--- config.mk ---
export PLATFORM = sky130hd
export DESIGN_NAME = mc_ctrl
export DESIGN_NICKNAME = d
export VERILOG_FILES = /design/src/rtl/mc_defs.sv /design/src/rtl/mc_decode.sv /design/src/rtl/mc_ctrl.sv
export SDC_FILE = /design/constraint.sdc
export NUM_CORES = 1
export LEC_CHECK = 0
export BUFFER_PORTS_ARGS = -buffer_cell sky130_fd_sc_hd__buf_2
export CAP_MARGIN = 20
export CORE_MARGIN = 2
export CORE_UTILIZATION = 49
export CTS_CLUSTER_DIAMETER = 40
export DETAILED_ROUTE_END_ITERATION = 12
export PLACE_DENSITY_LB_ADDON = 0.12
export SYNTH_ARGS = -nofsm -noshare
export SYNTH_HDL_FRONTEND = slang
export SYNTH_HIERARCHICAL = 1
export SYNTH_SLANG_ARGS = --single-unit
export TNS_END_PERCENT = 10
--- constraint.sdc ---
create_clock -name clk -period 5.15 [get_ports clk]
set_clock_uncertainty 0.15 [all_clocks]
set_input_delay 0.7725 -clock clk [delete_from_list [all_inputs] [get_ports clk]]
set_output_delay 0.7725 -clock clk [all_outputs]
set_load 0.01 [all_outputs]
--- src/rtl/mc_defs.sv ---
// Shared definitions for the multi-cycle control unit:
// state codes, opcode/funct constants, class and select encodings.
package mc_defs;

    typedef enum logic [3:0] {
        S_IDLE   = 4'd0,
        S_FETCH  = 4'd1,
        S_DECODE = 4'd2,
        S_EXE    = 4'd3,
        S_MEMADR = 4'd4,
        S_MEMRD  = 4'd5,
        S_MEMWB  = 4'd6,
        S_MEMWR  = 4'd7,
        S_ALUWB  = 4'd8,
        S_BRANCH = 4'd9,
        S_JUMP   = 4'd10,
        S_TRAP   = 4'd11
    } state_t;

    typedef enum logic [3:0] {
        C_ADDU, C_SUBU, C_ORI, C_LUI, C_LW,
        C_SW, C_BEQ, C_J, C_JAL, C_ILL
    } cls_t;

    localparam logic [5:0] OP_R   = 6'b000000;
    localparam logic [5:0] OP_ORI = 6'b001101;
    localparam logic [5:0] OP_LUI = 6'b001111;
    localparam logic [5:0] OP_LW  = 6'b100011;
    localparam logic [5:0] OP_SW  = 6'b101011;
    localparam logic [5:0] OP_BEQ = 6'b000100;
    localparam logic [5:0] OP_J   = 6'b000010;
    localparam logic [5:0] OP_JAL = 6'b000011;

    localparam logic [5:0] FN_ADDU = 6'b100001;
    localparam logic [5:0] FN_SUBU = 6'b100011;

    localparam logic [1:0] RD_RT  = 2'b00;
    localparam logic [1:0] RD_RD  = 2'b01;
    localparam logic [1:0] RD_31  = 2'b10;

    localparam logic [1:0] WD_ALU = 2'b00;
    localparam logic [1:0] WD_DM  = 2'b01;
    localparam logic [1:0] WD_PC  = 2'b10;

    localparam logic [1:0] EXT_ZERO = 2'b00;
    localparam logic [1:0] EXT_SIGN = 2'b01;
    localparam logic [1:0] EXT_LUI  = 2'b10;

    localparam logic [2:0] ALU_ADD  = 3'b000;
    localparam logic [2:0] ALU_SUB  = 3'b001;
    localparam logic [2:0] ALU_OR   = 3'b010;
    localparam logic [2:0] ALU_PASS = 3'b011;

    localparam logic [1:0] NPC_PC4 = 2'b00;
    localparam logic [1:0] NPC_BR  = 2'b01;
    localparam logic [1:0] NPC_J   = 2'b10;

endpackage

--- src/rtl/mc_decode.sv ---
// Combinational op/funct decoder producing an instruction class.
// Ports: i op, funct (IR fields); o cls (class), illegal (undefined op).
module mc_decode
    import mc_defs::*;
(
    input  logic [5:0] op,
    input  logic [5:0] funct,
    output cls_t       cls,
    output logic       illegal
);

    always_comb begin
        cls = C_ILL;
        case (op)
            OP_R: begin
                if (funct == FN_ADDU)
                    cls = C_ADDU;
                else if (funct == FN_SUBU)
                    cls = C_SUBU;
                else
                    cls = C_ILL;
            end
            OP_ORI: cls = C_ORI;
            OP_LUI: cls = C_LUI;
            OP_LW:  cls = C_LW;
            OP_SW:  cls = C_SW;
            OP_BEQ: cls = C_BEQ;
            OP_J:   cls = C_J;
            OP_JAL: cls = C_JAL;
            default: cls = C_ILL;
        endcase
    end

    assign illegal = (cls == C_ILL);

endmodule

--- src/rtl/mc_ctrl.sv ---
// Multi-cycle control FSM: fetch/decode/execute/memory/writeback.
// Ports: i clk, rst_n, op, funct, zero; o write enables, selects,
// illegal pulse and debug state code.
module mc_ctrl
    import mc_defs::*;
#(
    parameter bit ILLEGAL_TRAP = 1'b0
) (
    input  logic       clk,
    input  logic       rst_n,
    input  logic [5:0] op,
    input  logic [5:0] funct,
    input  logic       zero,
    output logic       PCWr,
    output logic       IRWr,
    output logic       GPRWr,
    output logic       DMWr,
    output logic [1:0] RegDst,
    output logic [1:0] WDSel,
    output logic       BSel,
    output logic [1:0] ExtOp,
    output logic [2:0] ALUOp,
    output logic [1:0] NPCOp,
    output logic       illegal,
    output logic [3:0] state
);

    state_t r_state;
    cls_t   w_cls;
    logic   w_ill;

    mc_decode u_dec (
        .op      (op),
        .funct   (funct),
        .cls     (w_cls),
        .illegal (w_ill)
    );

    assign state = r_state;

    always_ff @(posedge clk) begin
        if (!rst_n) begin
            r_state <= S_IDLE;
        end else begin
            case (r_state)
                S_IDLE:   r_state <= S_FETCH;
                S_FETCH:  r_state <= S_DECODE;
                S_DECODE: begin
                    case (w_cls)
                        C_ADDU, C_SUBU,
                        C_ORI, C_LUI:  r_state <= S_EXE;
                        C_LW, C_SW:    r_state <= S_MEMADR;
                        C_BEQ:         r_state <= S_BRANCH;
                        C_J, C_JAL:    r_state <= S_JUMP;
                        default:
                            r_state <= ILLEGAL_TRAP ? S_TRAP
                                                    : S_FETCH;
                    endcase
                end
                S_EXE:    r_state <= S_ALUWB;
                S_MEMADR:
                    r_state <= (w_cls == C_LW) ? S_MEMRD
                                               : S_MEMWR;
                S_MEMRD:  r_state <= S_MEMWB;
                S_TRAP:   r_state <= S_TRAP;
                default:  r_state <= S_FETCH;
            endcase
        end
    end

    // Outputs depend on state and the stable IR fields only;
    // zero reaches an enable solely through PCWr in S_BRANCH.
    always_comb begin
        PCWr    = 1'b0;
        IRWr    = 1'b0;
        GPRWr   = 1'b0;
        DMWr    = 1'b0;
        RegDst  = RD_RT;
        WDSel   = WD_ALU;
        BSel    = 1'b0;
        ExtOp   = EXT_ZERO;
        ALUOp   = ALU_ADD;
        NPCOp   = NPC_PC4;
        illegal = 1'b0;
        case (r_state)
            S_FETCH: begin
                IRWr = 1'b1;
                PCWr = 1'b1;
            end
            S_DECODE: illegal = w_ill;
            S_EXE, S_ALUWB: begin
                case (w_cls)
                    C_SUBU: ALUOp = ALU_SUB;
                    C_ORI: begin
                        BSel  = 1'b1;
                        ALUOp = ALU_OR;
                    end
                    C_LUI: begin
                        BSel  = 1'b1;
                        ExtOp = EXT_LUI;
                        ALUOp = ALU_PASS;
                    end
                    default: ALUOp = ALU_ADD;
                endcase
                if (r_state == S_ALUWB) begin
                    GPRWr  = 1'b1;
                    RegDst = (w_cls == C_ADDU ||
                              w_cls == C_SUBU) ? RD_RD
                                               : RD_RT;
                end
            end
            S_MEMADR: begin
                BSel  = 1'b1;
                ExtOp = EXT_SIGN;
            end
            S_MEMWB: begin
                GPRWr = 1'b1;
                WDSel = WD_DM;
            end
            S_MEMWR: DMWr = 1'b1;
            S_BRANCH: begin
                ALUOp = ALU_SUB;
                NPCOp = NPC_BR;
                PCWr  = zero;
            end
            S_JUMP: begin
                PCWr  = 1'b1;
                NPCOp = NPC_J;
                if (w_cls == C_JAL) begin
                    GPRWr  = 1'b1;
                    RegDst = RD_31;
                    WDSel  = WD_PC;
                end
            end
            default: ;
        endcase
        // Reset overrides everything so no stale write escapes.
        if (!rst_n) begin
            PCWr    = 1'b0;
            IRWr    = 1'b0;
            GPRWr   = 1'b0;
            DMWr    = 1'b0;
            RegDst  = RD_RT;
            WDSel   = WD_ALU;
            BSel    = 1'b0;
            ExtOp   = EXT_ZERO;
            ALUOp   = ALU_ADD;
            NPCOp   = NPC_PC4;
            illegal = 1'b0;
        end
    end

endmodule

# Yosys cells after proc, flatten, opt, wreduce, memory -nomap -nowiden
# Memories as Yosys holds them, arrays and structs flattened.
# Index checks and enable logic that the tools add are counted.
[classes] eq_ne=26 n_mux=35 reduce_logical=6
[op_table] operator="case mux 4 bit (8 select lines)" count=1
[op_table] operator="== test 4 bit (second input constant)" count=6
[op_table] operator="== test 6 bit (second input constant)" count=4
[op_table] operator="case mux 4 bit (6 select lines)" count=1
[op_table] operator="== test 4 x 3 -> 1 bit (second input constant)" count=5
[op_table] operator="case mux 2 bit (2 select lines)" count=5
[op_table] operator="== test 4 x 2 -> 1 bit (second input constant)" count=4
[op_table] operator="two-way mux 1 bit" count=14
[op_table] operator="two-way mux 2 bit" count=7
[op_table] operator="== test 6 x 2 -> 1 bit (second input constant)" count=2
[op_table] operator="== test 6 x 4 -> 1 bit (second input constant)" count=2
[op_table] operator="== test 4 x 1 -> 1 bit (second input constant)" count=2
[op_table] operator="two-way mux 4 bit" count=2
[op_table] operator="== test 6 x 3 -> 1 bit (second input constant)" count=1
[op_table] operator="logical NOT 6 bit" count=1
[op_table] operator="case mux 2 bit (3 select lines)" count=1
[op_table] operator="OR reduction 2 bit" count=3
[op_table] operator="logical NOT 4 bit" count=1
[op_table] operator="case mux 1 bit (2 select lines)" count=2
[op_table] operator="two-way mux 3 bit" count=1
[op_table] operator="case mux 1 bit (3 select lines)" count=1
[op_table] operator="logical OR 1 bit" count=1
[totals] reg_bits=4 in_bits=15 elab_cells=69 mem_count=1 romBits=64
[mem_list] memory="(no name shown)" depth=16 word_bits=4 rd=1 rd_clocked_by_memory_dff=0 wr=0 line_no="mc_ctrl.sv:49" source="case (w_cls)"

# Longest topological paths before layout
[depth] word_depth=10 ltp_mapped=9 mapped_depth_nobuf=8

# Hierarchy
# Netlist, hierarchy kept.
[by_module_without_submodules] module="mc_ctrl" area_each_um2=543.0 cells_per_inst=82 instances=1 seq_area_each_um2=80.1
[by_module_without_submodules] module="mc_decode" area_each_um2=217.7 cells_per_inst=30 instances=1 seq_area_each_um2=0.0

# Least setup slack after synthesis
# Ideal clock, no wire load.
[synth_path] kind="input to output" startpoint="input port op[3]" endpoint="output port GPRWr" required_ns=4.228 path_stages=9 t_arrival_ns=2.540 n_path_buf=1 slack_ns=1.688 cell_sequence="clkbuf_4 a211oi_1 a31oi_1 o22ai_2 o311ai_1 or4b_4 a211oi_2 a21oi_1 nor3_2"
[synth_via] elab_chain_len=6
[synth_lines] element="from (decl)" line_no="mc_ctrl.sv:11" source="input logic [5:0] op,"
[synth_lines] element="== test 6 x 2 -> 1 bit (tied with other cells)" line_no="mc_decode.sv:14" source="case (op)"
[synth_lines] element="case mux 4 bit (8 select lines) (*)" line_no="mc_decode.sv:14"
[synth_lines] element="net w_cls[0]" line_no="mc_ctrl.sv:29" source="cls_t w_cls;"
[synth_lines] element="== test 4 bit (*)" line_no="mc_ctrl.sv:129" source="if (w_cls == C_JAL) begin"
[synth_lines] element="two-way mux 1 bit (*)" line_no="mc_ctrl.sv:129"
[synth_lines] element="case mux 1 bit (3 select lines) (*)" line_no="mc_ctrl.sv:85" source="case (r_state)"
[synth_lines] element="two-way mux 1 bit (*)" line_no="mc_ctrl.sv:138" source="if (!rst_n) begin"
[synth_lines] element="to (decl)" line_no="mc_ctrl.sv:16" source="output logic GPRWr,"
# Mark *: on every way through the listed nets, which the timed path passes. The rest lies on a longest branch.

# Worst setup path in the final report
[layout_path] startpoint="input port op[2]" endpoint="output port BSel"
[layout_via] elab_chain_len=7
[layout_lines] element="== test 6 x 2 -> 1 bit (tied with other cells)" line_no="mc_decode.sv:14"
[layout_lines] element="case mux 4 bit (8 select lines) (*)" line_no="mc_decode.sv:14"
[layout_lines] element="net w_cls[3]" line_no="mc_ctrl.sv:29"
[layout_lines] element="== test 4 x 2 -> 1 bit" line_no="mc_ctrl.sv:92" source="case (w_cls)"
[layout_lines] element="OR reduction 2 bit (no line) (*)"
[layout_lines] element="two-way mux 1 bit (*)" line_no="mc_ctrl.sv:92"
[layout_lines] element="case mux 1 bit (2 select lines) (*)" line_no="mc_ctrl.sv:85"
[layout_lines] element="two-way mux 1 bit (*)" line_no="mc_ctrl.sv:138"
[layout_lines] element="to (decl)" line_no="mc_ctrl.sv:20" source="output logic BSel,"
# Marks and branches as above.

==> impl_metrics.tcl <==
set metrics [dict create \
    dp_hpwl_um 1450 \
    rrSetupSlack_ns 3.43 \
    cap_viol_max_count 0 \
    dieArea_mm2 0.00188 \
    numClockSinks 4 \
    place_congestion 0.831 \
    wl_um 1860 \
    place_ws_ns 1.43 \
    critPathRequiredTime_ns 4.23 \
    gr-total-overflow 0 \
    antennaDiodeCount 0 \
    p_comb_share_pct 34.9 \
    largest_reg_flops 4 \
    synth.yosys.seq_area_share_pct 10.5 \
    p_leak_uw 0.000390 \
    vias_per_cell 5.61 \
    cp_num_buf_inv 2 \
    track_usage_pct 21.4 \
    htreeDepth 1 \
    hold_buffers 0 \
    drc 0 \
    ys_warn_count 6 \
    die_y_um 43.4 \
    die_w_um 43.4 \
    antenna_found_initial 0 \
    whs_path_depth 2 \
    rsz0062_at_grt "no" \
    pwr-share-clk_pct 32.9 \
    syn-cell-area_um2 761 \
    num-fill-cells 154 \
    drtPass1Iterations 4 \
    p_sw_share_pct 33.6 \
    critPathSlowestCell "or3_4" \
    cp-start-kind "primary input" \
    slew_headroom_pct 61.1 \
    setup_tns_ns 0 \
    initialDrtViolationCount 21 \
    end_kind "output port" \
    fp-row-count 14 \
    p_total_uw 113 \
    worst_r2r_path_depth 4 \
    postRouteAntennaNets 0 \
    cts.clk_slew.worst_paths_ns 0.04 \
    synthArstFlopShare_pct 0 \
    r2r_start "state[1]" \
    syn_inst 112 \
    hold_violations 0 \
    cpPeakStageDelay_ns 0.37 \
    met1_length_um 972 \
    path_max_fanout 8 \
    syn_nets 127 \
    cts_tree "yes" \
    wl_per_cell_um 11.8 \
    drv_slew 0 \
    hp-class "flip-flop to flip-flop" \
    grt_pass1_wl_um 3170 \
    reg2reg_to "state[2]" \
    ir_drop_v 0.000136 \
    core_mm2 0.00149 \
    min_from "state[2]" \
    synth-edff-count 0 \
    cell_internal_pwr_uw 75.2 \
    cts_max_path_buffers 2 \
    ys_ff_latch 4 \
    p_per_area_mw_per_mm2 124 \
    dr_wl_met2_um 718 \
    period_needed_ns 3.74 \
    vias 880 \
    port-buffer-count 34 \
    met3_length_um 160 \
    fin_nets 158 \
    crit_family "simple AND/OR/NAND/NOR gates" \
    synth.distinct_cells 46 \
    crit_type "primary input to output port" \
    switching_power_uw 38.0 \
    setup_ws_ns 1.41 \
    fmax_ghz 0.267 \
    area_growth_pct 19.9 \
    status "complete, no violations" \
    cts_buffers 3 \
    first_global_vias 730 \
    hold_end "state[0]" \
    placed_cells 154 \
    fin_cells 157 \
    period_share_pct 72.7 \
    ios 36 \
    ctsResizeCount 0 \
    cp_data_arrival_time_ns 2.82 \
    seqPwrFrac_pct 32.2 \
    synthFlopType "dfxtp_1" \
    setup_viol 0 \
    insertion_delay_ns 0.23 \
    fin_hold_ws_ns 0.546 \
    initial_core_util_pct 51.1 \
    cp_common_cell "buf_2" \
    cts_setup_buffers 0 \
    layout-drive-gt1-share_pct 34.0 \
    tightest_slew_ns 0.575 \
    avgSynthCellArea_um2 6.79 \
    grt_max_degree 18 \
    top_layer_used "met4" \
    root_buffer "clkbuf_4" \
    crit_chain "buf_2 > and3b_1 > o21ai_1 > o22ai_2 > nand3_1 > nand2b_1 > or3_4 > o21a_1 > o32ai_2 > buf_2" \
]
==> cell usage in the layout (no fill, tap or decap), types with 2 or more instances in the layout <==
| cell type | count |
|---|---|
| and3_1 | 2 |
| a21oi_1 | 5 |
| nor2b_1 | 3 |
| dfxtp_1 | 4 |
| o21a_1 | 3 |
| nand2_1 | 9 |
| inv_1 | 7 |
| a31oi_1 | 3 |
| nor3_2 | 3 |
| clkbuf_4 | 3 |
| nor2_1 | 16 |
| buf_2 | 34 |
| nor3_1 | 8 |
| o211ai_1 | 3 |
| nand2b_1 | 4 |
| nand3_1 | 6 |
| o21ai_0 | 3 |
==> tightest hold or removal path, delay by kind of cell (launching register included) <==
family,cells,cell delay (ns)
flops,1,0.40
simple gates,1,0.14
compound gates,1,0.09
==> kinds of logic (layout without fill, tap and decap cells) <==
family,after synthesis,after routing,synth area share (%)
other,1,1,0.493
and+or+nand+nor,61,61,46.2
AOI/OAI and AO/OA,28,28,27.6
DFF,4,4,10.5
muxes,1,1,1.32
xor gates and xnor gates,2,2,2.30
buffers and inverters,15,44,11.5
==> routing by layer <==
layer	vias to the layer above	global-route usage, %
met3	2	3.33
met1	376	33.1
met2	41	30.1
met5	-	0
met4	0	6.67
li1	461	-
==> cell type report <==
class                      instances  area (um2)  share of cell area [%]
sequential                         4        80.1                    8.78
tap                               16        20.0                    2.19
inverter                           7        26.3                    2.88
clock buffer                       3        22.5                    2.47
multi-input combinational         93         593                    65.0
timing repair buffer              34         170                    18.7
==> worst max-delay path by stage <==
stage / from / slack (ns) / cells after the start / end
6_report: op[2] / 1.41 / 10 / BSel
5_1_grt: op[5] / 1.24 / 10 / GPRWr
4_1_cts: op[2] / 1.42 / 10 / GPRWr
3_5_place_dp: funct[3] / 1.43 / 10 / GPRWr
3_3_place_gp: op[4] / 1.46 / 10 / GPRWr
2_1_floorplan: op[3] / 1.69 / 9 / GPRWr
==> Yosys cell counts (all sizes together) (2+ instances only) <==
cell type	number	area share [%]
nand2	9	4.4
nor3	11	9.2
clkbuf	2	1.5
inv	7	3.5
o21a	3	3.0
nor2	16	7.9
a31oi	3	2.5
nand3	6	3.9
nand2b	5	5.1
a21oi	5	3.3
o21ai	4	2.6
nor2b	3	2.5
buf	6	6.6
dfxtp	4	11
o211ai	3	3.0
a211oi	2	2.6
and3	2	1.6
==> per-stage QoR <==
stage,utilization (%),instance area [um2]
final,61.3,912
after global routing,61.3,912
after CTS,61.3,912
after detailed placement,59.7,890
after global placement,59.7,890
after floorplan,-,761
==> power groups by stage <==
stage | clock (uW) | sequential [uW] | combinational [uW]
6_report | 37.2 | 36.5 | 39.5
3_5_place_dp | 0 | 36.8 | 39.1
5_1_grt | 42.3 | 37.0 | 44.0
4_1_cts | 39.4 | 36.4 | 39.2
2_1_floorplan | 0 | 34.5 | 30.8
3_3_place_gp | 0 | 36.9 | 38.8
No activity file was read; power rests on OpenSTA's default activity.
